$ cat src/rtl/mod2n1_pkg.sv
// Shared constants and helpers for the modulo (2^n-1) arithmetic datapath.
// Contents:
//   WIDTH_DEF  default operand width (modulus 2^WIDTH_DEF-1)
//   MOD_ONES   all-ones word (the "negative zero" residue)
//   L1_SPAN    bits combined per first-level prefix group
//   L2_STRIDE  index stride between groups at the second prefix level
//   op_e       operation select encoding
//   wrap_idx   circular index (i-k) mod w
package mod2n1_pkg;

  localparam int unsigned WIDTH_DEF = 16;
  localparam logic [WIDTH_DEF-1:0] MOD_ONES = '1;
  localparam int unsigned L1_SPAN   = 4;
  localparam int unsigned L2_STRIDE = 4;

  typedef enum logic {
    OP_ADD = 1'b0,
    OP_SUB = 1'b1
  } op_e;

  function automatic int unsigned wrap_idx(input int unsigned i,
                                           input int unsigned k,
                                           input int unsigned w);
    return (i + w - (k % w)) % w;
  endfunction

endpackage

$ cat src/rtl/mod2n1_prefix_cell.sv
// Four-input generate/propagate group cell for the circular prefix network.
// Ports:
//   g[3:0]  generates, g[3] is the most significant (closest) position
//   p[3:0]  propagates, same ordering as g
//   gg      group generate
//   pp      group propagate
module mod2n1_prefix_cell (
  input  logic [3:0] g,
  input  logic [3:0] p,
  output logic       gg,
  output logic       pp
);

  always_comb begin
    gg = g[3]
       | (p[3] & g[2])
       | (p[3] & p[2] & g[1])
       | (p[3] & p[2] & p[1] & g[0]);
    pp = &p;
  end

endmodule

$ cat src/rtl/mod2n1_addsub_pipe.sv
// Two-stage pipelined add/subtract modulo 2^WIDTH-1 with valid/ready on both
// sides. Subtraction adds the one's complement of b; the carry out of the MSB
// is re-injected at bit 0 through a circular (end-around) prefix network.
// Ports:
//   clk, rst             clock, asynchronous active-high reset
//   in_valid/in_ready    input handshake
//   in_a, in_b, in_sub   operands and op select (1 = a-b, 0 = a+b)
//   out_valid/out_ready  output handshake
//   out_data             residue result
module mod2n1_addsub_pipe
  import mod2n1_pkg::*;
#(
  parameter int unsigned WIDTH     = WIDTH_DEF,
  parameter bit          NORM_ZERO = 1'b1
) (
  input  logic             clk,
  input  logic             rst,
  input  logic             in_valid,
  output logic             in_ready,
  input  logic [WIDTH-1:0] in_a,
  input  logic [WIDTH-1:0] in_b,
  input  logic             in_sub,
  output logic             out_valid,
  input  logic             out_ready,
  output logic [WIDTH-1:0] out_data
);

  logic             adv1, adv2;
  logic             s1_valid;
  logic [WIDTH-1:0] bb, g0, p0, x0;
  logic [WIDTH-1:0] g1_d, p1_d;
  logic [WIDTH-1:0] g1_q, p1_q, x_q;
  logic [WIDTH-1:0] g2, pr2_unused;
  logic [WIDTH-1:0] sum, res;

  // Handshake: each stage advances when it is empty or its consumer moves.
  assign adv2     = ~out_valid | out_ready;
  assign adv1     = ~s1_valid | adv2;
  assign in_ready = adv1;

  // Stage 0: operand conditioning and bitwise g/p/x.
  always_comb begin
    bb = (op_e'(in_sub) == OP_SUB) ? ~in_b : in_b;
    g0 = in_a & bb;
    p0 = in_a | bb;
    x0 = in_a ^ bb;
  end

  // First prefix level: group over bits i..i-3, wrapping around the MSB.
  for (genvar i = 0; i < WIDTH; i++) begin : g_l1
    localparam int unsigned I1 = wrap_idx(i, 1, WIDTH);
    localparam int unsigned I2 = wrap_idx(i, 2, WIDTH);
    localparam int unsigned I3 = wrap_idx(i, L1_SPAN - 1, WIDTH);
    mod2n1_prefix_cell u_cell (
      .g  ({g0[i], g0[I1], g0[I2], g0[I3]}),
      .p  ({p0[i], p0[I1], p0[I2], p0[I3]}),
      .gg (g1_d[i]),
      .pp (p1_d[i])
    );
  end

  always_ff @(posedge clk or posedge rst) begin
    if (rst) begin
      s1_valid <= 1'b0;
      g1_q     <= '0;
      p1_q     <= '0;
      x_q      <= '0;
    end else if (adv1) begin
      s1_valid <= in_valid;
      g1_q     <= g1_d;
      p1_q     <= p1_d;
      x_q      <= x0;
    end
  end

  // Second prefix level: four level-1 groups at stride 4 cover the full
  // circle, so G2[i] is the carry out of position i including wrap-around.
  for (genvar i = 0; i < WIDTH; i++) begin : g_l2
    localparam int unsigned J1 = wrap_idx(i, L2_STRIDE, WIDTH);
    localparam int unsigned J2 = wrap_idx(i, 2 * L2_STRIDE, WIDTH);
    localparam int unsigned J3 = wrap_idx(i, 3 * L2_STRIDE, WIDTH);
    localparam int unsigned JC = wrap_idx(i, 1, WIDTH);
    mod2n1_prefix_cell u_cell (
      .g  ({g1_q[i], g1_q[J1], g1_q[J2], g1_q[J3]}),
      .p  ({p1_q[i], p1_q[J1], p1_q[J2], p1_q[J3]}),
      .gg (g2[i]),
      .pp (pr2_unused[i])
    );
    assign sum[i] = x_q[i] ^ g2[JC];
  end

  always_comb begin
    res = sum;
    if (NORM_ZERO && (sum == '1)) begin
      res = '0;
    end
  end

  // out_data only loads with a real beat, so bubbles never overwrite it.
  always_ff @(posedge clk or posedge rst) begin
    if (rst) begin
      out_valid <= 1'b0;
      out_data  <= '0;
    end else if (adv2) begin
      out_valid <= s1_valid;
      if (s1_valid) begin
        out_data <= res;
      end
    end
  end

endmodule

$ cat config.mk
export PLATFORM = sky130hd
export DESIGN_NAME = mod2n1_addsub_pipe
export DESIGN_NICKNAME = d
export VERILOG_FILES = /design/src/rtl/mod2n1_pkg.sv /design/src/rtl/mod2n1_prefix_cell.sv /design/src/rtl/mod2n1_addsub_pipe.sv
export SDC_FILE = /design/constraint.sdc
export NUM_CORES = 1
export LEC_CHECK = 0
export ABC_AREA = 0
export CAP_MARGIN = 5
export CORE_MARGIN = 1
export CORE_UTILIZATION = 25
export DETAILED_ROUTE_END_ITERATION = 7
export PLACE_DENSITY_LB_ADDON = 0.05
export SLEW_MARGIN = 20
export SYNTH_ARGS = -nofsm -noshare
export SYNTH_HDL_FRONTEND = slang
export SYNTH_SLANG_ARGS = --single-unit
$ cat constraint.sdc
create_clock -name clk -period 2.1 [get_ports clk]
set_input_delay 0.42 -clock clk [delete_from_list [all_inputs] [get_ports clk]]
set_output_delay 0.42 -clock clk [all_outputs]
set_load 0.01 [all_outputs]
# Word-level counts from Yosys, hierarchy flattened
# Cells that the tools add are included.
# word_totals
mem_bits_ro	0
latch_bits	0
register_bits	66
out_inout_bits	18
mem_count	0
ram_bits	0
# op_classes
muxes	2
shift	0
bitwise	280
eq_ne	1
order_cmp	0
div	0
n_addsub	0
multipliers	0
n_reduce_logical	17
# ops
op	n
$and A1 B1 Y1	160
$or A1 B1 Y1	98
$reduce_and A4 Y1	16
$mux W16	2
$and A16 B16 Y16	1
$eq A16 B16 Y1 const B	1
$not A16 Y16	1
$or A16 B16 Y16	1
$xor A1 B1 Y1	16
$xor A16 B16 Y16	1
$not A1 Y1	2
$reduce_and A2 Y1	1

# Logic depth before layout (Yosys ltp)
# depth
word_depth	7
depth_mapped	9
ltp_nobuf	7

# Hierarchy
# A second synthesis with hierarchy kept.
# unflattened
hier_cells	489
area_unflattened_um2	4239.1
# modules_own_cells
module	n_inst	cells_per_inst	area_each_um2
mod2n1_addsub_pipe	1	297	3398.3
mod2n1_prefix_cell	32	6	26.3

# Least setup slack after synthesis
# OpenSTA, ideal clock, no wires.
# synth_timing
kind	in2reg
startpoint	in in_sub
endpoint	reg g1_q[11]
setup_slack_ns	-0.010
arrival_ns	2.045
setup_ns	0.065
cell_stages	9
n_path_buf	2
cell_sequence	clkbuf_1 buf_2 xor2_1 inv_1 ha_1 inv_1 a21oi_1 o311ai_0 o21a_1
# synth_via
elab_chain_cells	6
elab_cells_between_ends	11
cone_classes	mux: 1; bitwise: 10
# synth_rtl
element	line_no	source
start: declaration	mod2n1_addsub_pipe.sv:22	input logic in_sub,
$mux W16 (*)	mod2n1_addsub_pipe.sv:43	bb = (op_e'(in_sub) == OP_SUB) ? ~in_b : in_b;
$or A16 B16 Y16 or $and A16 B16 Y16 (tied branches)	mod2n1_addsub_pipe.sv:45, mod2n1_addsub_pipe.sv:44	
$and A1 B1 Y1 (on tied branches)	mod2n1_prefix_cell.sv:16, mod2n1_prefix_cell.sv:17, mod2n1_prefix_cell.sv:18	
$or A1 B1 Y1 (tied with other cells)	mod2n1_prefix_cell.sv:16	| (p[3] & g[2])
$or A1 B1 Y1 or $and A1 B1 Y1 (tied branches)	mod2n1_prefix_cell.sv:17, mod2n1_prefix_cell.sv:18	
$or A1 B1 Y1 (*)	mod2n1_prefix_cell.sv:18	| (p[3] & p[2] & p[1] & g[0]);
end signal: assignment	mod2n1_addsub_pipe.sv:70	g1_q <= g1_d;
end: declaration	mod2n1_addsub_pipe.sv:32	logic [WIDTH-1:0] g1_q, p1_q, x_q;
# Mark *: on every way between the ends. The rest lies on a longest branch, timed or not.
# A chain may end at the register's enable or synchronous reset.

# Final worst setup path
# layout_timing
startpoint	reg g1_q[7]
endpoint	reg out_data[3]
# layout_via
elab_chain_cells	7
elab_cells_between_ends	18
cone_classes	eq/ne: 1; mux: 1; bitwise: 16
# layout_rtl
element	line_no	source
$and A1 B1 Y1	mod2n1_prefix_cell.sv:16	
$or A1 B1 Y1	mod2n1_prefix_cell.sv:16	
$or A1 B1 Y1	mod2n1_prefix_cell.sv:17	| (p[3] & p[2] & g[1])
$or A1 B1 Y1	mod2n1_prefix_cell.sv:18	
$xor A1 B1 Y1	mod2n1_addsub_pipe.sv:89	assign sum[i] = x_q[i] ^ g2[JC];
$eq A16 B16 Y1 (*)	mod2n1_addsub_pipe.sv:94	if (NORM_ZERO && (sum == '1)) begin
$mux W16 (*)	mod2n1_addsub_pipe.sv:94	
end signal: assignment	mod2n1_addsub_pipe.sv:107	out_data <= res;
end: declaration	mod2n1_addsub_pipe.sv:25	output logic [WIDTH-1:0] out_data
# Marked as above.

==> results.md <==
- Worst reg-to-reg setup slack: -50 ps
- Final HPWL DP: between 10 and 15 mm
- Worst path required time: 2330 ps
- Run status: finished with violations
- Final Setup Violations: 15
- Ys async rst share: 1.000
- Total Routing Usage GR: 0.1722
- Wirelength, routed: around 15 mm
- Final Hold Fails: 0
- Register Area: 1669 sq um
- First-pass iteration count of the detailed router: 6
- Multi-input gate area: approximately 2400 sq um
- Post-synth EDFFs: 0
- First-pass GRT wire length: around 23 mm
- Share of cells above drive strength 1: 0.2680
- Detailed Route Iter0 Violations: ~180
- Initial Util: 0.2563
- RSZ-0062 raised after global routing: true
- CP startpoint kind: register
- Leakage power: ~0.0029 uW
- Final instance area: 6385 sq um
- Clk root buf: clkbuf_16
- Row Count: 47
- R2r startpoint: g1_q[7]$_DFFE_PP0P_
- Final setup skew: ~6.5 ps
- Commonest non-fill, non-tap cell in the layout: buf_4
- Clock Latency Late Sink: roughly 340 ps
- DP Worst Slack: -526.9 ps
- Area leader, netlist: dfrtp_1
- Net Count, Synth: approximately 560
- Max frequency: between 400 and 500 MHz
- Clock sinks: 66
- R2R Path End: out_data[3]$_DFFE_PP0P_
- Routability Congestion: 0.8011
- Die H: between 100 and 150 um
- #FFs+latches synth: 66
- Die area: about 18000 sq um
- ANT nets after route: 0
- Final Net Count: roughly 720
- Max Cap Viol: 0
- N_diodes: 0
- Placed Area: slightly below 6000 sq um
- Commonest non-fill, non-tap cells in the layout: buf_4 (99), nand2_1 (83), inv_1 (56)
- Synth Flop Type: dfrtp_1
- Die outline width: 132.6 um
- Mean Syn Cell Area: around 8.6 sq um
- Clock-pin slew of the registers on the worst-case setup and hold paths: about 60 ps
- Relative slew slack: 0.6830
- Crit path kind: reg -> reg
- Critical Path AT: about 2400 ps
- DR vias: around 4100
- Measured slew at the worst slew-check pin: roughly 480 ps
- Crit-path max FO: 7
- Post-synthesis sequential area ratio: 0.3872
- Vias per inst: approximately 4.7
- Cells on worst reg2reg path: 9
- Area growth from synthesis to layout: 49.69%
- PortBufs: 54
- CTS tree: built
- Syn Std Cell Area: about 4300 sq um
- Pwr Density: approximately 860 nW/um^2
- Synth top area cells: dfrtp_1 (39%), ha_1 (9.4%), nand2_1 (7.3%), inv_1 (5.0%), a21oi_1 (4.5%)
- Final worst path period share: 1.023
- CP Capture Type: register
- Initial antenna violation count: 0
- Vias in the first global route: ~4000
- Final worst setup slack: -48.58 ps
- Num CTS Buffers: 9
- Core area: 16640 sq um
- Worst-case vdd ir drop: around 0.42 mV
- HP Class: in -> async
- Hold Buf Count CTS: 0
- Synth Instances: around 490
- H-tree depth: 3
- Wirelength per Cell: 16.76 um
- Slew Limit Fails: 0
- GRT Residual Overflow: 0
- Top cell type's share of synthesized area: 0.3872
- Remaining DRCs: 0
- Largest net degree at the start of global routing: between 40 and 50
- IO Count: between 50 and 60
- Tmin final: around 2100 ps
- Failing checks: negative setup slack
- Clock buffer depth: 2
- Unique masters post-synth: 40
- YS warnings: 0
- Fill cell count: between 1500 and 2000
repair_timing:
action / 4_1_cts / 5_1_grt
cloned: 0 / 2
pin swaps: 1 / 7
resized for setup: 20 / 32
buffers inserted: 0 / 8
endpoints found under the setup margin: 20 / 35
critical path, stage by stage (launching register included):
cell and delay (ps):
dfrtp_2 460, a21oi_4 190, o211ai_1 170, nor4b_2 280
buf_4 160, nand4_1 140, nor4_4 260, buf_4 170
clkbuf_16 150, nor2_1 50
cell usage after synthesis, types with 6 or more instances:
cell      number
nor2_1        19
clkbuf_1      11
inv_1         57
dfrtp_1       66
o211ai_1      18
a21oi_1       38
nand3_1       22
o21ai_0       18
o311ai_0       9
o21a_1        20
o41ai_1       11
a211oi_1       8
nand2_1       83
o22ai_1        6
ha_1          32
nor2_2         6
xor2_1        18
registers in the layout (all words and copies together), names as in the netlist:
name and cells:
g1_q 16, out_data 16, p1_q 16, x_q 16
out_valid 1, s1_valid 1
routing by layer:
layer / vias to the layer above / routed length, um / track usage
met5: - / 0 / 0
met4: 0 / 263 / 0.06897
met3: 13 / 371 / 0.02375
met2: 73 / 6860 / 0.2754
met1: 1961 / 7136 / 0.2338
li1: 2045 / - / -
cell families (layout without fill, tap and decap cells):
family / count (synthesis) / count (layout) / synth area share
AO/OA/AOI/OAI: 145 / 145 / 0.2303
XOR/XNOR: 18 / 18 / 0.03696
adder cells (fa/ha/maj): 32 / 32 / 0.09387
buffers and inverters: 77 / 236 / 0.07363
flip-flops: 66 / 66 / 0.3872
multiplexers: 4 / 4 / 0.009387
AND/OR/NAND/NOR: 152 / 152 / 0.1687
how the worst max path moves through the flow:
stage,endpoint,cells after the start,startpoint
4_1_cts,out_data[11]$_DFFE_PP0P_,9,p1_q[3]$_DFFE_PP0P_
3_3_place_gp,g1_q[10]$_DFFE_PP0P_,8,in_sub
6_report,out_data[3]$_DFFE_PP0P_,9,g1_q[7]$_DFFE_PP0P_
2_1_floorplan,g1_q[0]$_DFFE_PP0P_,1,rst
5_1_grt,out_data[15]$_DFFE_PP0P_,9,g1_q[7]$_DFFE_PP0P_
3_5_place_dp,g1_q[10]$_DFFE_PP0P_,10,in_sub
through the flow:
| stage | power [uW] | std cells | hold WS, ps | TNS [ps] | utilization |
|---|---|---|---|---|---|
| CTS | 5467 | 863 | 421.5 | -607.3 | 0.3695 |
| global route | 5861 | 873 | 459.3 | -2798 | 0.3837 |
| floorplan | 2746 | 494 | 439.7 | 0 | - |
| global placement | 3812 | 848 | 477.1 | -9130 | 0.3488 |
| detailed placement | 3826 | 848 | 484.7 | -10110 | 0.3488 |
| finish | 5491 | 873 | 422.9 | -509.7 | 0.3837 |
final cells by class:
cell class,count,share of cell area
multi-input combinational,351,0.3821
sequential,66,0.2614
timing repair buffer,163,0.2314
tap,220,0.04311
clock buffer,13,0.04233
inverter,58,0.03410
clock inverter,2,0.005487
power breakdown:
group | total, uW | switching (uW) | internal, uW
logic | 2030 | 948 | 1080
clock network | 1590 | 577 | 1010
registers | 1870 | 309 | 1560
total | 5490 | 1830 | 3660
(Power assumes the default switching activity.)
==> RTL change: new RTL, config.mk and constraints unchanged <==
The package constant `WIDTH_DEF` goes from 16 to 8.
--- a/src/rtl/mod2n1_pkg.sv
+++ b/src/rtl/mod2n1_pkg.sv
@@ -9,5 +9,5 @@
 package mod2n1_pkg;
 
-  localparam int unsigned WIDTH_DEF = 16;
+  localparam int unsigned WIDTH_DEF = 8;
   localparam logic [WIDTH_DEF-1:0] MOD_ONES = '1;
   localparam int unsigned L1_SPAN   = 4;
Ports: changed (resized in_a, in_b and out_data); port bits go from 55 to 31. No check against the original RTL was run, so the function may have changed too.
==> RTL change against the unedited design <==
Total power decreased by 58%. Register-to-register slack gained 0.40 ns. Setup slack improved by 0.11 ns. Hold slack improved by 0.060 ns. Design area fell by 56%. Combinational power down 55%. Count of clock-buffer cells in the layout shrank 6. Sequential power shrank 50%. Routed wire length is 65% lower. Sequential cell count down 32. Area after synthesis down 52%. Die area fell by 52%. Via count fell by 59%. Critical path type is now in2reg. Critical endpoint is now g1_q[1]$_DFFE_PP0P_. Largest cell class unchanged.
==> RTL change: results (changes against the unedited design) <==
Status: completed
Number of non-clock buffers: 60 (-63%)
Distinct cell type count after synthesis: 35 (-13%)
Reg2reg setup slack: 0.35 ns (+0.40 ns)
Initial DRC count: 51 (-71%)
First-pass GRT wire length: 8780 um (-62%)
Post-synthesis mux area share: 4.61% (+3.7 points)
Vias: 1691 (-59%)
Tot GR Track Use: 13.5% (-3.7 points)
CTS sink cnt: 34 (-48%)
Wirelength per Cell: 13.6 um (-19%)
Area of the multi-input gates: 1110 um^2 (-54%)
Sequential share of the synthesized area: 41.8% (+3.1 points)
Synth top cells by count: nand2_1, dfrtp_1, inv_1
Inst Count DP: 370 (-56%)
Synthesized net count: 252 (-55%)
CP top delay family: buffers and inverters
FF-to-FF path depth: 3 (-6)
Pleak: 0.00130 uW (-55%)
Met1 Use GR: 17.0% (-6.3 points)
Final nets: 312 (-57%)
Worst setup margin: 0.0608 ns (+0.109 ns)
Worst Tran Pin Value: 0.452 ns (-0.0235 ns)
Vias per Instance: 4.49 (-4.3%)
M3 GR Usage: 2.65% (+0.28 points)
Synthesized area per cell: 9.46 um^2 (+9.6%)
FILL cells: 842 (-51%)
Post-Synth XOR/XNOR Area: 7.75% (+4.1 points)
Layout clock buffer count: 7 (-6)
Multi-In Gates: 147 (-58%)
Post-Syn Instances: 215 (-56%)
Critical path arrival: 2.22 ns (-0.16 ns)
Ratio of cells with drive above 1 in the final layout: 20.0% (-6.8 points)
Metal-1 WL: 2440 um (-66%)
[RTL change: changes by cell type after synthesis, sizes merged, moves of 8 or more]
cell | unedited run | this run
nand2 | 83 | 38
dfrtp | 66 | 34
inv | 57 | 27
a21oi | 38 | 17
nand3 | 22 | 1
nor2 | 25 | 5
o211ai | 18 | 0
ha | 32 | 16
o21a | 20 | 5
o21ai | 19 | 4
clkbuf | 13 | 5
[RTL change: worst max path at each step]
stage           start                   to  cells after the start
6_report       in_sub  g1_q[1]$_DFFE_PP0P_                     10
4_1_cts        in_sub  g1_q[3]$_DFFE_PP0P_                      9
3_3_place_gp   in_sub  g1_q[3]$_DFFE_PP0P_                      9
2_1_floorplan  in_sub  g1_q[3]$_DFFE_PP0P_                      8
5_1_grt        in_sub  g1_q[1]$_DFFE_PP0P_                     10
3_5_place_dp   in_sub  g1_q[3]$_DFFE_PP0P_                      9
[RTL change: where the power goes]
part           internal (uW)  switching, uW
Combinational            479            426
Sequential               816            121
Clock                    228            227
